**src/rtl/qspi_pkg.sv**
```systemverilog
// rtl/qspi_pkg.sv - shared opcodes and state encoding for the QSPI PSRAM responder
package qspi_pkg;

    localparam logic [7:0] CMD_READ   = 8'h03;
    localparam logic [7:0] CMD_WRITE  = 8'h02;
    localparam logic [7:0] CMD_QREAD  = 8'hEB;
    localparam logic [7:0] CMD_QWRITE = 8'h38;

    typedef enum logic [3:0] {
        IDLE,
        CMD,
        ADDR_S,
        ADDR_Q,
        DUMMY,
        RDATA_S,
        RDATA_Q,
        WDATA_S,
        WDATA_Q,
        IGNORE
    } state_t;

endpackage

```
**src/rtl/qspi_psram_responder_spi_in_sync.sv**
```systemverilog
// rtl/qspi_psram_responder_spi_in_sync.sv - SPI pin synchroniser and SCLK edge detector
module spi_in_sync (
    input  logic       clk,
    input  logic       reset,
    input  logic       ce_n,
    input  logic       sclk,
    input  logic [3:0] sio_i,
    output logic       ce_active,
    output logic       sclk_rise,
    output logic       sclk_fall,
    output logic [3:0] sio
);

    logic [1:0] ce_ff;
    logic [2:0] sclk_ff;
    logic [3:0] sio_ff1;
    logic [3:0] sio_ff2;

    // Two-flop synchronisers; sclk gets a third stage so edges can be seen.
    // sio and sclk have equal depth, so data is aligned with the detected edge.
    always_ff @(posedge clk or posedge reset) begin
        if (reset) begin
            ce_ff   <= 2'b11;
            sclk_ff <= 3'b000;
            sio_ff1 <= 4'h0;
            sio_ff2 <= 4'h0;
        end else begin
            ce_ff   <= {ce_ff[0], ce_n};
            sclk_ff <= {sclk_ff[1:0], sclk};
            sio_ff1 <= sio_i;
            sio_ff2 <= sio_ff1;
        end
    end

    assign ce_active = ~ce_ff[1];
    assign sclk_rise = sclk_ff[1] & ~sclk_ff[2];
    assign sclk_fall = ~sclk_ff[1] & sclk_ff[2];
    assign sio       = sio_ff2;

endmodule

```
**src/rtl/qspi_psram_responder.sv**
```systemverilog
// rtl/qspi_psram_responder.sv - oversampled SPI/QSPI PSRAM target serving a byte-wide memory port
module qspi_psram_responder
    import qspi_pkg::*;
#(
    parameter int ADDR_W    = 24,
    parameter int DUMMY_CYC = 6
) (
    input  logic              clk,
    input  logic              reset,
    input  logic              ce_n,
    input  logic              sclk,
    input  logic [3:0]        sio_i,
    output logic [3:0]        sio_o,
    output logic [3:0]        sio_oe,
    output logic [ADDR_W-1:0] mem_addr,
    output logic              mem_re,
    input  logic [7:0]        mem_rdata,
    output logic              mem_we,
    output logic [7:0]        mem_wdata,
    output logic              busy
);

    logic       ce_active, sclk_rise, sclk_fall;
    logic [3:0] sio_s;

    state_t            state, state_n;
    logic [7:0]        cnt, cnt_n;
    logic [7:0]        sh, sh_n;
    logic [23:0]       addr_sh, addr_sh_n;
    logic              is_write, is_write_n;
    logic              ce_q, rd_load, we_pend, we_pend_n;
    logic [3:0]        sio_o_n, sio_oe_n;
    logic [ADDR_W-1:0] mem_addr_n;
    logic              mem_re_n, mem_we_n;
    logic [7:0]        mem_wdata_n;

    spi_in_sync u_sync (
        .clk       (clk),
        .reset     (reset),
        .ce_n      (ce_n),
        .sclk      (sclk),
        .sio_i     (sio_i),
        .ce_active (ce_active),
        .sclk_rise (sclk_rise),
        .sclk_fall (sclk_fall),
        .sio       (sio_s)
    );

    assign busy = ce_active;

    // State and datapath registers.
    always_ff @(posedge clk or posedge reset) begin
        if (reset) begin
            state     <= IDLE;
            cnt       <= 8'd0;
            sh        <= 8'h00;
            addr_sh   <= 24'h0;
            is_write  <= 1'b0;
            ce_q      <= 1'b0;
            rd_load   <= 1'b0;
            we_pend   <= 1'b0;
            sio_o     <= 4'h0;
            sio_oe    <= 4'h0;
            mem_addr  <= '0;
            mem_re    <= 1'b0;
            mem_we    <= 1'b0;
            mem_wdata <= 8'h00;
        end else begin
            state     <= state_n;
            cnt       <= cnt_n;
            sh        <= sh_n;
            addr_sh   <= addr_sh_n;
            is_write  <= is_write_n;
            ce_q      <= ce_active;
            rd_load   <= mem_re;
            we_pend   <= we_pend_n;
            sio_o     <= sio_o_n;
            sio_oe    <= sio_oe_n;
            mem_addr  <= mem_addr_n;
            mem_re    <= mem_re_n;
            mem_we    <= mem_we_n;
            mem_wdata <= mem_wdata_n;
        end
    end

    // Next-state logic; a ce_n rise outranks any SCLK edge seen on the same clk.
    always_comb begin
        state_n     = state;
        cnt_n       = cnt;
        sh_n        = sh;
        addr_sh_n   = addr_sh;
        is_write_n  = is_write;
        we_pend_n   = 1'b0;
        sio_o_n     = sio_o;
        sio_oe_n    = sio_oe;
        mem_addr_n  = mem_addr;
        mem_re_n    = 1'b0;
        mem_we_n    = we_pend;
        mem_wdata_n = mem_wdata;

        // Write strobe follows the data by one clk, then the address advances.
        if (mem_we)
            mem_addr_n = mem_addr + 1'b1;
        // Read data arrives one clk after mem_re; it is well ahead of the next drive edge.
        if (rd_load && (state == RDATA_S || state == RDATA_Q))
            sh_n = mem_rdata;

        if (state != IDLE && !ce_active) begin
            state_n  = IDLE;
            cnt_n    = 8'd0;
            sio_oe_n = 4'h0;
        end else begin
            case (state)
                IDLE: begin
                    if (ce_active && !ce_q) begin
                        state_n = CMD;
                        cnt_n   = 8'd0;
                    end
                end
                CMD: begin
                    if (sclk_rise) begin
                        sh_n  = {sh[6:0], sio_s[0]};
                        cnt_n = cnt + 1'b1;
                        if (cnt == 8'd7) begin
                            cnt_n = 8'd0;
                            case (sh_n)
                                CMD_READ:   begin state_n = ADDR_S; is_write_n = 1'b0; end
                                CMD_WRITE:  begin state_n = ADDR_S; is_write_n = 1'b1; end
                                CMD_QREAD:  begin state_n = ADDR_Q; is_write_n = 1'b0; end
                                CMD_QWRITE: begin state_n = ADDR_Q; is_write_n = 1'b1; end
                                default:    state_n = IGNORE;
                            endcase
                        end
                    end
                end
                ADDR_S: begin
                    if (sclk_rise) begin
                        addr_sh_n = {addr_sh[22:0], sio_s[0]};
                        cnt_n     = cnt + 1'b1;
                        if (cnt == 8'd23) begin
                            cnt_n      = 8'd0;
                            mem_addr_n = ADDR_W'(addr_sh_n);
                            if (is_write) begin
                                state_n = WDATA_S;
                            end else begin
                                state_n  = RDATA_S;
                                sio_oe_n = 4'b0010;
                                mem_re_n = 1'b1;
                            end
                        end
                    end
                end
                ADDR_Q: begin
                    if (sclk_rise) begin
                        addr_sh_n = {addr_sh[19:0], sio_s};
                        cnt_n     = cnt + 1'b1;
                        if (cnt == 8'd5) begin
                            cnt_n      = 8'd0;
                            mem_addr_n = ADDR_W'(addr_sh_n);
                            if (is_write) begin
                                state_n = WDATA_Q;
                            end else if (DUMMY_CYC == 0) begin
                                state_n  = RDATA_Q;
                                sio_oe_n = 4'b1111;
                                mem_re_n = 1'b1;
                            end else begin
                                state_n = DUMMY;
                            end
                        end
                    end
                end
                DUMMY: begin
                    if (sclk_rise) begin
                        cnt_n = cnt + 1'b1;
                        if (cnt == 8'(DUMMY_CYC - 1)) begin
                            cnt_n    = 8'd0;
                            state_n  = RDATA_Q;
                            sio_oe_n = 4'b1111;
                            mem_re_n = 1'b1;
                        end
                    end
                end
                RDATA_S: begin
                    if (sclk_fall) begin
                        sio_o_n = {2'b00, sh[7], 1'b0};
                        sh_n    = {sh[6:0], 1'b0};
                        cnt_n   = cnt + 1'b1;
                        if (cnt == 8'd7) begin
                            cnt_n      = 8'd0;
                            mem_addr_n = mem_addr + 1'b1;
                            mem_re_n   = 1'b1;
                        end
                    end
                end
                RDATA_Q: begin
                    if (sclk_fall) begin
                        sio_o_n = sh[7:4];
                        sh_n    = {sh[3:0], 4'h0};
                        cnt_n   = cnt + 1'b1;
                        if (cnt == 8'd1) begin
                            cnt_n      = 8'd0;
                            mem_addr_n = mem_addr + 1'b1;
                            mem_re_n   = 1'b1;
                        end
                    end
                end
                WDATA_S: begin
                    if (sclk_rise) begin
                        sh_n  = {sh[6:0], sio_s[0]};
                        cnt_n = cnt + 1'b1;
                        if (cnt == 8'd7) begin
                            cnt_n       = 8'd0;
                            mem_wdata_n = sh_n;
                            we_pend_n   = 1'b1;
                        end
                    end
                end
                WDATA_Q: begin
                    if (sclk_rise) begin
                        sh_n  = {sh[3:0], sio_s};
                        cnt_n = cnt + 1'b1;
                        if (cnt == 8'd1) begin
                            cnt_n       = 8'd0;
                            mem_wdata_n = sh_n;
                            we_pend_n   = 1'b1;
                        end
                    end
                end
                default: ;
            endcase
        end
    end

endmodule

```
**config.mk**
```make
export PLATFORM = sky130hd
export DESIGN_NAME = qspi_psram_responder
export DESIGN_NICKNAME = d
export VERILOG_FILES = /design/src/rtl/qspi_pkg.sv /design/src/rtl/qspi_psram_responder_spi_in_sync.sv /design/src/rtl/qspi_psram_responder.sv
export SDC_FILE = /design/constraint.sdc
export NUM_CORES = 1
export LEC_CHECK = 0
export BUFFER_PORTS_ARGS = -buffer_cell sky130_fd_sc_hd__buf_2
export CAP_MARGIN = 40
export CORE_MARGIN = 2
export CORE_UTILIZATION = 40
export CTS_CLUSTER_DIAMETER = 100
export CTS_CLUSTER_SIZE = 8
export DETAILED_ROUTE_END_ITERATION = 8
export GPL_ROUTABILITY_DRIVEN = 1
export GPL_TIMING_DRIVEN = 0
export RECOVER_POWER = 25
export SLEW_MARGIN = 10
export SYNTH_ARGS = -nofsm -noshare
export SYNTH_HDL_FRONTEND = slang
export SYNTH_SLANG_ARGS = --single-unit
export TNS_END_PERCENT = 1
```
**constraint.sdc**
```tcl
create_clock -name clk -period 5.7 [get_ports clk]
set_input_delay 0.285 -clock clk [delete_from_list [all_inputs] [get_ports clk]]
set_output_delay 0.285 -clock clk [all_outputs]
set_load 0.05 [all_outputs]
```
==> out/summary.txt, run 1 <==
Fillers - 1871
Sw Pwr - 1880 uW
CP Max Fanout - 10
First-pass GRT wire length - 41600 um
Period utilization - 53.2%
Adder-Cell Fraction of Synth Area - 0.494%
Crit-path slowest cell - clkbuf_1
Hold WC Path Type - input port to flip-flop
Mux contribution to synthesized area - 3.26%
Area leader, netlist - dfrtp_1
Logic pwr share - 51.2%
Worst Path Arrival - 3270 ps
Delay of the slowest critical-path stage - 600 ps
Detailed placement HPWL - 19400 um
Worst Setup EP - mem_addr[1]
Crit path cell chain - ha_1 > nor2b_1 > a31oi_1 > clkbuf_1 > clkbuf_1 > mux2i_1 > o22ai_1 > o31a_1
Max_slew headroom - -56.7%
Worst slew pin tran - 2340 ps
Drt pass-1 iters - 5
Min Tclk post-route - 3030 ps
Syn Inst Count - 945
Reg area - 2500 um^2
DR DRC count - 0
Clock Sink Count - 100
N_diodes - 0
MaxCap Viol Count - 1
Die area - 20100 um^2
GRT met2 Usage - 38.4%
Mapped Area - 7610 um^2
CP required - 5940 ps
Pins Over Slew Limit - 48
Seq/Total Area, Yosys - 32.9%
Largest family of logic cells by synthesized area - compound AO/OA/AOI/OAI gates
Number of setup buffers added after CTS - 0
Via count - 7829
Critical path startpoint category - flip-flop
Syn_nets - 964
# rows - 50
Overall power - 3740 uW
Synth area leaders - dfrtp_1 (32%), nand2_1 (5.6%), nor2_1 (4.4%), a21oi_1 (3.2%), a31oi_1 (2.8%)
Post-layout nets - 1035
Clk buf depth - 2
FF-to-FF path depth - 8
Ys Warns - 0
Detailed Route WL - 26700 um
Fin Setup TNS - 0 ps
Share of cells above drive strength 1 - 14.5%
H-tree levels - 3
CP Depth - 8
Core ar. - 18700 um^2
Most used cell, CP - clkbuf_1
Final hold violation count - 0
GRT Max-Usage Layer - met1
Initial Util - 40.7%
Setup-failing EPs final - 0
Power Density - 438 nW/um^2
CP endpoint kind - flip-flop
Seq pwr share - 30.9%
Combined area of the multi-input logic cells - 4650 um^2
Final Skew - 9.92 ps
Internal power - 1860 uW
Synth Area in Simple Gates - 26.2%
Most common cell in the netlist - nand2_1
Syn avg cell area - 8.05 um^2
Area grow syn2layout - 12.4%
WS Path Type - flip-flop to flip-flop
Number of global-route vias before repair - 7216
CP bufs+invs - 2
Worst VDD drop - 0.146 mV
CTS buffer count - 9
Die H - 142 um
Top Family by Delay on Critical Path - buffers and inverters
Post-synthesis register bit count - 100
RSZ-0062 raised after global routing - no
Synth Area in XOR/XNOR - 4.49%
Met1 Usage GRT - 39.8%
I/O pin cnt - 59
GRT Total Usage - 26.7%
Buffers on Ports - 58
Flop-to-flop setup slack - 2670 ps
Met3 Usage GRT - 4.99%
Largest net degree at the start of global routing - 54
Vias per cell - 6.24
CTS tree - done
Routability cong. - 0.974
Post-synthesis compound-gate area fraction - 26.7%
Setup crit start - cnt[0]
Post-DRT Antenna Nets - 0
Die Wd - 142 um
Clock root cell - clkbuf_16
Post-synth EDFFs - 0
Post-synth top area share - 32.2%
Initial antenna violation count - 0
Status - complete, but fails checks
DP Area - 8220 um^2
1st-iter DRT viols - 786
Clk Latency, worst-skew pair - 360 ps
Switching Fraction - 50.4%
Commonest cells in the netlist - nand2_1 (114), dfrtp_1 (98), nor2_1 (89)
Post-synth ARST share - 100%
Synth Flop Type - dfrtp_1
Pleak - 0.00330 uW
Total global routing overflow - 0
Fmax - 0.330 GHz
Clock transition at the registers of the reported paths - 80 ps
Failing checks - capacitance limit, slew limit
WL per Instance - 21.3 um
Reg-to-reg startpoint - cnt[0]
Netlist cell types - 98
Clock power share - 17.9%
Final Cell Area - 8550 um^2
RR Endpoint - mem_addr[1]
worst reg2reg max path, delay by kind of cell (launching register included):
family                     cells  cell delay, ps
and+or+nand+nor                1             190
adders and majority gates      1             280
buffers and inverters          2            1060
DFF                            1             440
muxes                          1             280
AOI/OAI and AO/OA              3             660
how the worst min path moves through the flow:
| stage | startpoint | end | slack [ps] | cells after the start |
|---|---|---|---|---|
| floorplan | ce_n | u_sync.ce_ff[0] | 290 | 0 |
| global placement | u_sync.sio_ff1[0] | u_sync.sio[0] | 330 | 0 |
| detailed placement | u_sync.sclk_ff[0] | u_sync.sclk_ff[1] | 340 | 0 |
| CTS | ce_n | u_sync.ce_ff[0] | 5 | 1 |
| global route | ce_n | u_sync.ce_ff[0] | 8 | 1 |
| finish | ce_n | u_sync.ce_ff[0] | 20 | 1 |
cell usage in the layout, fill, tap and decap left out, drive strengths merged, types with 17 or more instances in the layout:
cell type / instances
a21oi: 50
nand3: 34
clkbuf: 59
mux2i: 18
nor4: 17
a31oi: 34
nand2: 115
o211ai: 20
nor3: 30
o21ai: 65
buf: 93
o22ai: 19
xor2: 21
dfrtp: 98
nor2: 92
xnor2: 18
flip-flops by register name, summed over array words and instances (netlist names), 4 cells and up:
register	flops
addr_sh	23
cnt	8
mem_addr	24
mem_wdata	8
sh	8
sio_o	4
state	4
u_sync.sio	4
u_sync.sio_ff1	4
metrics by stage:
step                hold slack [ps]  utilization (%)  cells  setup WS [ps]
floorplan                       289                -    945           2800
global placement                333             43.8   1237           1370
detailed placement              336             44.0   1238           2760
CTS                            4.58             45.7   1255           2730
global route                   7.85             45.7   1255           2530
finish                         19.4             45.7   1255           2670
layer usage:
layer  part of all wire (%)  wire length (um)
met5                      0                 0
met4                    2.8               741
met2                     43             11500
met3                    9.3              2500
met1                     45             12000
cells by family after synthesis:
kind of cell    Yosys count
simple gates            382
compound gates          298
flops                   100
buf+inv                  99
xor+xnor                 39
mux                      24
fa+ha+maj                 3
power groups by stage:
stage	combinational (uW)	clock (uW)	sequential, uW
final	1910	671	1160
after global routing	2070	716	1180
after CTS	1880	688	1140
after detailed placement	1870	0	1160
after global placement	1870	0	1150
after floorplan	1210	0	1260
layout make-up:
class / count / area share (%)
Buffer: 84 / 4.64
Inverter: 15 / 0.673
Timing Repair Buffer: 60 / 3.83
Clock buffer: 9 / 2.63
Clock inverter: 7 / 1.11
Tap cell: 234 / 3.43
Sequential cell: 100 / 29.3
Multi-Input combinational cell: 746 / 54.4
repair_timing:
| action | CTS | global route |
|---|---|---|
| hold endpoints to repair | 47 | 0 |
| hold buffers | 1 | 0 |
| gates resized for setup | 0 | 0 |
Power figures use the tool's default switching activity.
==> run 2, diff against run 1 <==
==> constraint.sdc (replaced) <==
create_clock -name clk -period 2.5 [get_ports clk]
set_input_delay 0.125 -clock clk [delete_from_list [all_inputs] [get_ports clk]]
set_output_delay 0.125 -clock clk [all_outputs]
set_load 0.05 [all_outputs]
==> out/summary.txt, run 2 (synthesized netlist as in run 1, its figures left out) <==
CP required - 2790 ps
# rows - 50
Fin Setup TNS - -274 ps
Critical path startpoint category - flip-flop
Status - complete, but fails checks
N_diodes - 0
Largest reg by FF count - mem_addr
Drt pass-1 iters - 8
Routability cong. - 1.00
Initial antenna violation count - 0
I/O pin cnt - 59
First-pass GRT wire length - 42300 um
Pre-CTS WS - -394 ps
Top Family by Delay on Critical Path - simple AND/OR/NAND/NOR gates
Crit-path slowest cell - or4_1
Layout Utilization - 47.5%
Vias per cell - 6.31
Clock root cell - clkbuf_16
Clk Latency, worst-skew pair - 370 ps
Pleak - 0.00347 uW
Sw Pwr - 4370 uW
Setup-failing EPs final - 8
Share of cells above drive strength 1 - 20.0%
Largest registers - mem_addr: 24 flops, addr_sh: 23 flops
Period utilization - 103%
1st-iter DRT viols - 989
Die Wd - 142 um
Detailed Route WL - 27600 um
Final hold violation count - 0
CP bufs+invs - 2
DR DRC count - 0
Detailed placement HPWL - 19600 um
Post-layout nets - 1054
Most used cell, CP - a31oi_1
CP endpoint kind - flip-flop
Min Tclk post-route - 2570 ps
Die area - 20100 um^2
Buffers on Ports - 58
Post-DRT Antenna Nets - 0
Fmax - 0.390 GHz
Core ar. - 18700 um^2
WL per Instance - 21.6 um
Initial Util - 40.7%
Most common cell after layout, fill and taps aside - nand2_1
Seq pwr share - 30.1%
GRT Total Usage - 27.1%
Crit path cell chain - buf_2 > nor2b_1 > nand2_1 > clkbuf_1 > or4_1 > a31oi_1 > o21ai_1 > a31oi_1
RSZ-0062 raised after global routing - yes
Number of global-route vias before repair - 7475
CTS buffer count - 9
H-tree levels - 3
Switching Fraction - 49.9%
MaxCap Viol Count - 0
Final Skew - 13.3 ps
Hold WC Path Type - input port to flip-flop
Delay of the slowest critical-path stage - 600 ps
Die H - 142 um
Worst VDD drop - 0.395 mV
Largest register FFs - 24
Failing checks - setup timing
Cells after DPL - 1240
Clock Sink Count - 100
Final cell count without fillers - 1274
Clock power share - 18.5%
Logic pwr share - 51.3%
Worst Path Arrival - 2850 ps
Internal power - 4380 uW
Pins Over Slew Limit - 0
Final Cell Area - 8890 um^2
Clock transition at the registers of the reported paths - 80 ps
Clk buf depth - 2
Final WS setup - -65.2 ps
Worst slew pin tran - 1250 ps
Largest net degree at the start of global routing - 34
Most frequent cells in the layout - nand2_1 (114), dfrtp_1 (94), nor2_1 (87)
Max_slew headroom - 16.6%
CTS tree - done
WS Path Type - flip-flop to flip-flop
CP Max Fanout - 10
Area grow syn2layout - 16.9%
Via count - 8034
Power Density - 984 nW/um^2
DP Area - 8260 um^2
Total global routing overflow - 0
-- run 2: tightest hold or removal path, delay by kind of cell --
family                 cells  cell delay [ps]
AOI/OAI and AO/OA          1              140
buffers and inverters      1               80
muxes                      1               60
-- run 2: worst paths after layout --
kind                       cells after the start         startpoint  slack, ps                 to
hold / removal                                 3       mem_rdata[4]         80              sh[4]
hold reg to reg                                0  u_sync.sclk_ff[0]        350  u_sync.sclk_ff[1]
setup / recovery                               8           state[0]        -70       mem_addr[14]
setup reg to reg                               8           state[0]        -70       mem_addr[14]
min in group asynchronous                      3              reset        400             cnt[5]
max in group asynchronous                      4              reset        460        mem_addr[0]
-- run 2: metrics by stage --
step / hold WS, ps / power (uW)
after global routing: 99.5 / 9230
after detailed placement: 183 / 6920
final: 81.6 / 8750
after floorplan: 129 / 5640
after CTS: 75.9 / 8590
after global placement: 230 / 6880
-- run 2: cell type report --
type / instances / area, um^2
Buffer: 84 / 440
Fill cell: 1886 / 9820
Sequential cell: 100 / 2510
Clock inverter: 7 / 110
Timing Repair Buffer: 79 / 472
Multi-Input combinational cell: 746 / 4780
Clock buffer: 9 / 225
Tap cell: 234 / 293
Inverter: 15 / 58.8
-- run 2: routing by layer --
| metal | global-route usage (%) | up-vias | share of wire (%) |
|---|---|---|---|
| li1 | - | 3698 | - |
| met1 | 38.4 | 3865 | 44 |
| met2 | 40.5 | 398 | 43 |
| met3 | 5.50 | 73 | 8.6 |
| met4 | 10.9 | 0 | 3.6 |
| met5 | 0 | - | 0 |
-- run 2: repair_timing --
item / CTS / global route
endpoints found under the setup margin: 75 / 68
hold buffers: 7 / 0
pin swaps: 1 / 4
buffers inserted: 0 / 11
gates resized for setup: 32 / 47
endpoints found under the hold margin: 21 / 0
-- run 2: power groups by stage --
stage               Sequential, uW  Clock (uW)  Combinational (uW)
floorplan                     2880           0                2770
global placement              2630           0                4250
detailed placement            2640           0                4280
CTS                           2610        1640                4330
global route                  2690        1700                4840
finish                        2640        1620                4490
